===== config.mk =====
export PLATFORM = sky130hd
export DESIGN_NAME = sram_bank_arb
export DESIGN_NICKNAME = d
export VERILOG_FILES = /design/src/rtl/sram_bank_arb.sv
export SDC_FILE = /design/constraint.sdc
export NUM_CORES = 1
export LEC_CHECK = 0
export CORE_AREA = 3 3 189 191
export DETAILED_ROUTE_END_ITERATION = 12
export DIE_AREA = 0 0 192 194
export PLACE_DENSITY = 0.58
export SLEW_MARGIN = 20
export SYNTH_ARGS = -nofsm -noshare
export SYNTH_HDL_FRONTEND = slang
export SYNTH_SLANG_ARGS = --single-unit
export TNS_END_PERCENT = 50

===== constraint.sdc =====
create_clock -name clk_i -period 2.7 [get_ports clk_i]
set_clock_uncertainty 0.15 [all_clocks]
set_input_delay 0.54 -clock clk_i [delete_from_list [all_inputs] [get_ports clk_i]]
set_output_delay 0.54 -clock clk_i [all_outputs]
set_load 0.01 [all_outputs]

===== src/rtl/sram_bank_arb.sv =====
// Two-requester arbiter in front of NUM_BANK single-port regfile SRAM banks.
// Each bank has its own round-robin bit. Grants are combinational, and read
// data comes straight from the bank outputs one cycle after the grant.

// Per-bank port mux: drives the bank from the requester selected for it.
module sram_bank_arb_bmux #(
  parameter int MW = 4,
  parameter int WW = 9,
  parameter int DW = 32
) (
  input  logic          i_sel0,
  input  logic          i_sel1,
  input  logic          i_we0,
  input  logic          i_we1,
  input  logic [MW-1:0] i_bm0,
  input  logic [MW-1:0] i_bm1,
  input  logic [WW-1:0] i_word0,
  input  logic [WW-1:0] i_word1,
  input  logic [DW-1:0] i_wdat0,
  input  logic [DW-1:0] i_wdat1,
  output logic          o_en,
  output logic          o_wen,
  output logic [MW-1:0] o_bm,
  output logic [WW-1:0] o_addr,
  output logic [DW-1:0] o_dat
);
  // The two selects are mutually exclusive for any one bank. An idle bank is driven to all zeros.
  always_comb begin
    o_en   = 1'b0;
    o_wen  = 1'b0;
    o_bm   = '0;
    o_addr = '0;
    o_dat  = '0;
    if (i_sel0) begin
      o_en = 1'b1; o_wen = i_we0; o_bm = i_bm0; o_addr = i_word0; o_dat = i_wdat0;
    end else if (i_sel1) begin
      o_en = 1'b1; o_wen = i_we1; o_bm = i_bm1; o_addr = i_word1; o_dat = i_wdat1;
    end
  end
endmodule

module sram_bank_arb #(
  parameter int NUM_BANK   = 4,
  parameter int WORD_DEPTH = 512,
  parameter int DATA_WIDTH = 32,
  localparam int BW = $clog2(NUM_BANK),
  localparam int WW = $clog2(WORD_DEPTH),
  localparam int AW = BW + WW,
  localparam int MW = DATA_WIDTH / 8
) (
  input  logic                                 clk_i,
  input  logic                                 rst_n_i,
  input  logic                                 req_0_i,
  input  logic                                 we_0_i,
  input  logic [MW-1:0]                        bm_0_i,
  input  logic [AW-1:0]                        addr_0_i,
  input  logic [DATA_WIDTH-1:0]                wdat_0_i,
  output logic                                 gnt_0_o,
  output logic                                 rvalid_0_o,
  output logic [DATA_WIDTH-1:0]                rdat_0_o,
  input  logic                                 req_1_i,
  input  logic                                 we_1_i,
  input  logic [MW-1:0]                        bm_1_i,
  input  logic [AW-1:0]                        addr_1_i,
  input  logic [DATA_WIDTH-1:0]                wdat_1_i,
  output logic                                 gnt_1_o,
  output logic                                 rvalid_1_o,
  output logic [DATA_WIDTH-1:0]                rdat_1_o,
  output logic [NUM_BANK-1:0]                  bank_en_o,
  output logic [NUM_BANK-1:0]                  bank_wen_o,
  output logic [NUM_BANK-1:0][MW-1:0]          bank_bm_o,
  output logic [NUM_BANK-1:0][WW-1:0]          bank_addr_o,
  output logic [NUM_BANK-1:0][DATA_WIDTH-1:0]  bank_dat_o,
  input  logic [NUM_BANK-1:0][DATA_WIDTH-1:0]  bank_dat_i
);
  logic [BW-1:0]       w_bank0, w_bank1;
  logic                w_conf;
  logic [NUM_BANK-1:0] w_sel0, w_sel1;
  logic [NUM_BANK-1:0] r_rr_ptr;
  logic                r_rv0, r_rv1;
  logic [BW-1:0]       r_rb0, r_rb1;

  assign w_bank0 = addr_0_i[AW-1:WW];
  assign w_bank1 = addr_1_i[AW-1:WW];
  assign w_conf  = req_0_i & req_1_i & (w_bank0 == w_bank1);

  // On a conflict, that bank's rr bit names the winner. Every grant is forced low while reset is held.
  assign gnt_0_o = rst_n_i & req_0_i & (~w_conf | ~r_rr_ptr[w_bank0]);
  assign gnt_1_o = rst_n_i & req_1_i & (~w_conf |  r_rr_ptr[w_bank1]);

  // A bank's rr bit flips only after a cycle in which both requesters hit that bank.
  always_ff @(posedge clk_i or negedge rst_n_i) begin
    if (!rst_n_i)    r_rr_ptr <= '0;
    else if (w_conf) r_rr_ptr[w_bank0] <= ~r_rr_ptr[w_bank0];
  end

  for (genvar b = 0; b < NUM_BANK; b++) begin : g_bank
    assign w_sel0[b] = gnt_0_o & (w_bank0 == BW'(b));
    assign w_sel1[b] = gnt_1_o & (w_bank1 == BW'(b));
    sram_bank_arb_bmux #(.MW(MW), .WW(WW), .DW(DATA_WIDTH)) u_bmux (
      .i_sel0 (w_sel0[b]),          .i_sel1 (w_sel1[b]),
      .i_we0  (we_0_i),             .i_we1  (we_1_i),
      .i_bm0  (bm_0_i),             .i_bm1  (bm_1_i),
      .i_word0(addr_0_i[WW-1:0]),   .i_word1(addr_1_i[WW-1:0]),
      .i_wdat0(wdat_0_i),           .i_wdat1(wdat_1_i),
      .o_en   (bank_en_o[b]),       .o_wen  (bank_wen_o[b]),
      .o_bm   (bank_bm_o[b]),       .o_addr (bank_addr_o[b]),
      .o_dat  (bank_dat_o[b])
    );
  end

  // Record which bank each granted read went to, so the return mux can pick that bank's output next cycle.
  always_ff @(posedge clk_i or negedge rst_n_i) begin
    if (!rst_n_i) begin
      r_rv0 <= 1'b0; r_rb0 <= '0;
      r_rv1 <= 1'b0; r_rb1 <= '0;
    end else begin
      r_rv0 <= gnt_0_o & ~we_0_i; r_rb0 <= w_bank0;
      r_rv1 <= gnt_1_o & ~we_1_i; r_rb1 <= w_bank1;
    end
  end

  assign rvalid_0_o = r_rv0;
  assign rvalid_1_o = r_rv1;
  assign rdat_0_o   = r_rv0 ? bank_dat_i[r_rb0] : '0;
  assign rdat_1_o   = r_rv1 ? bank_dat_i[r_rb1] : '0;
endmodule


==> flow_metrics.py <==
metrics = {
    "status": {
        "run_status": "complete, but fails checks",
        "violations": "negative setup slack",
    },
    "floorplanning": {
        "core_sq_um": 34300,
        "die_w_microns": 192,
        "start_util": 0.161,
        "die_area_sq_um": 37200,
        "io_pins": 484,
        "rows": 68,
        "die-height_microns": 194,
    },
    "timing": {
        "drv_slew": 0,
        "setup_viol": 1,
        "post-route-period-util": 1.00,
        "layout_setup_ws_ns": -0.0105,
        "max_freq_mhz": 369,
        "worst_pin_slew_ns": 0.407,
        "period_needed_ns": 2.71,
        "slew_headroom": 0.726,
        "hold_viol": 0,
        "rsz0062_at_grt": "yes",
        "holdWs_ns": 0.274,
    },
    "global_route": {
        "grtUsageTotal": 0.195,
        "overflow": 0,
        "grt_pass1_wl_mm": 56.0,
        "grt_max_degree": 43,
        "antenna_found_initial": 1,
        "grt_pass1_vias": 8698,
    },
    "layout": {
        "final_nets": 1488,
        "layout-drive-gt1-share": 0.421,
        "layout.cells.non_filler": 1715,
        "n_fill_cell": 3584,
        "synthToLayoutAreaGrowth_pct": 121,
    },
    "synth": {
        "synth_xor_xnor_area_share": 0.0141,
        "synth_area_sq_um": 5520,
        "synth_compound_area_frac": 0.295,
        "ys.flop_type": "dfrtp_1",
        "synthTopCellsByCount": "nand2_1 (222), o22ai_1 (112), mux4_2 (66)",
        "synth_seq_cells": 10,
        "synth.distinct_cells": 39,
        "synth_async_sr_flop_share": 1.00,
        "synth_top_area_cell": "mux4_2",
        "synth_top_family_by_area": "compound AO/OA/AOI/OAI gates",
        "yosys_warnings": 0,
        "postSynthCellCount": 693,
        "yosysTopAreaCellShare": 0.270,
        "synth_seq_area_share": 0.0454,
        "synthMuxAreaShare": 0.270,
        "synth-simple-area-share": 0.278,
        "syn_nets": 921,
        "synth_fa_ha_area_frac": 0,
        "synth_area_per_cell_sq_um": 7.96,
        "yosys-top-cells-area": "mux4_2 (27%), nand2_1 (15%), o22ai_1 (13%)",
        "synth_edf_count": 0,
        "yosysMostFrequentCell": "nand2_1",
    },
    "detailed_routing": {
        "num_vias": 8603,
        "drt-initial-drc-count": 541,
        "wire_per_inst_microns": 23.5,
        "drc_errors": 0,
        "drtAntennaViolNets": 0,
        "vias_per_cell": 5.02,
        "firstDrtPassIters": 5,
        "wirelength_mm": 40.2,
    },
    "placement": {
        "portBuffers": 483,
        "numPlacedInstances": 1648,
        "gp_congestion": 0.914,
        "dp_hpwl_mm": 27.9,
        "pre_cts_ws_ns": -0.875,
    },
    "setup_path": {
        "start_kind": "input pin",
        "rr_worst_depth": 4,
        "crit_path_end_kind": "output port",
        "cp-startpoint": "addr_0_i[10]",
        "rr_endpoint": "rvalid_1_o$_DFF_PN0_",
        "worstReg2RegStart": "r_rr_ptr[3]$_DFFE_PN0P_",
        "crit_slowest_cell": "or4b_4",
        "crit_path_end": "bank_dat_o[10]",
        "r2r_slack_ns": 1.01,
        "crit_fanout": 5,
        "slowest_delay_ns": 0.56,
        "arrival_ns": 2.02,
        "worstSetupPathType": "input pin to output port",
        "cp_cell_sequence": "buf_8 -> buf_12 -> or4b_4 -> nand3b_4 -> buf_8 -> buf_12 -> o22ai_2 -> buf_2",
        "worstPathRequired_ns": 2.01,
    },
    "flow_run": {
        "cap_violations": 0,
    },
    "power_and_ir_drop": {
        "power_leakage_nw": 5.27,
        "vdd_drop_max_uv": 180,
        "power_density_nw_per_um2": 188,
    },
    "clock_network": {
        "cts_sinks": 10,
        "htreeDepth": 1,
        "cts_hold_buf": 0,
        "cts_buffers": 3,
        "cts_max_path_buffers": 2,
        "clockRootBuffer": "clkbuf_16",
        "clkTransAtPathRegs_ns": 0.05,
        "cts_tree": "yes",
        "clk_latency_ns": 0.24,
    },
    "worst_hold_path": {
        "hp-class": "input pin to asynchronous set/reset pin",
    },
}
==> final cells by class <==
cell class / count / area, sq um / share of cell area
clock buffers: 4 / 88.8 / 0.00729
well taps: 455 / 569 / 0.0467
diodes: 1 / 2.50 / 0.000205
repair buffers: 656 / 6240 / 0.512
multi-input cells: 589 / 5030 / 0.413
flip-flops and latches: 10 / 253 / 0.0207
==> critical path: cells and delay by family <==
family	cells	cell delay, ns
AO/OA/AOI/OAI	1	0.08
AND/OR/NAND/NOR	2	0.71
buffers and inverters	5	0.68
==> sequential cells by signal, indices dropped and copies added, names as in the netlist <==
signal	count
r_rr_ptr	4
rvalid_1_o	1
r_rb0	2
r_rb1	2
rvalid_0_o	1
==> worst min-delay path by stage <==
stage / from / to / slack, ns
global placement: r_rr_ptr[2]$_DFFE_PN0P_ / r_rr_ptr[2]$_DFFE_PN0P_ / 0.34
global route: rst_n_i / r_rb1[1]$_DFF_PN0_ / 0.28
finish: rst_n_i / r_rb1[1]$_DFF_PN0_ / 0.27
floorplan: rst_n_i / r_rb0[0]$_DFF_PN0_ / 0.09
detailed placement: r_rr_ptr[2]$_DFFE_PN0P_ / r_rr_ptr[2]$_DFFE_PN0P_ / 0.34
CTS: rst_n_i / r_rb1[1]$_DFF_PN0_ / 0.27
==> stage by stage <==
step / power (mW) / utilization / cell area (sq um) / setup TNS, ns
after floorplan: 0.876 / - / 5520 / 0
after global placement: 1.83 / 0.337 / 11600 / -144.83
after detailed placement: 1.85 / 0.337 / 11600 / -143.33
after CTS: 2.24 / 0.352 / 12100 / -0.456
after global routing: 2.42 / 0.355 / 12200 / -0.816
final: 2.30 / 0.355 / 12200 / -0.0105
==> power by group <==
part / leakage, nW / total [mW] / internal, mW / switching [mW]
clock: 0.0442 / 0.300 / 0.223 / 0.0766
sequential: 0.120 / 0.231 / 0.184 / 0.0461
combinational: 5.11 / 1.77 / 0.997 / 0.768
total: 5.27 / 2.30 / 1.40 / 0.891
==> cell families (layout without fill, tap and decap cells) <==
group / after synthesis / in the layout
compound gates: 190 / 190
xor+xnor: 8 / 8
buf+inv: 94 / 660
flops: 10 / 10
mux: 66 / 66
other cells: 0 / 1
simple gates: 325 / 325
==> layer usage <==
| layer | global-route usage | routed length [microns] | vias up |
|---|---|---|---|
| li1 | - | - | 3794 |
| met1 | 0.235 | 15400 | 4163 |
| met2 | 0.341 | 19400 | 543 |
| met3 | 0.0439 | 4000 | 103 |
| met4 | 0.0656 | 1490 | 0 |
| met5 | 0 | 0 | - |
==> cells in the final DEF (no fill, tap or decap), types with 3 or more instances in the layout <==
cell type / count
buf_2: 101
dlygate4sd2_1: 65
o22ai_1: 91
clkdlybuf4s50_1: 221
dlymetal6s2s_1: 3
and4_4: 7
dfrtp_1: 8
clkdlybuf4s15_2: 7
buf_8: 6
buf_6: 19
o22ai_2: 75
nand2_1: 221
nor4_1: 3
a32o_1: 8
buf_12: 38
mux4_2: 66
clkdlybuf4s15_1: 18
bufbuf_16: 4
clkbuf_2: 62
clkbuf_16: 7
xor2_1: 6
o2bb2ai_1: 4
buf_4: 96
and2_1: 63
o2bb2ai_2: 4
buf_16: 12
==> what timing repair did <==
item,in CTS,in global routing
resized for setup,673,175
hold endpoints to repair,0,0
cloned,17,7
pin swaps,11,8
setup buffers,24,17
setup endpoints to repair,254,125
(Power assumes the default switching activity.)
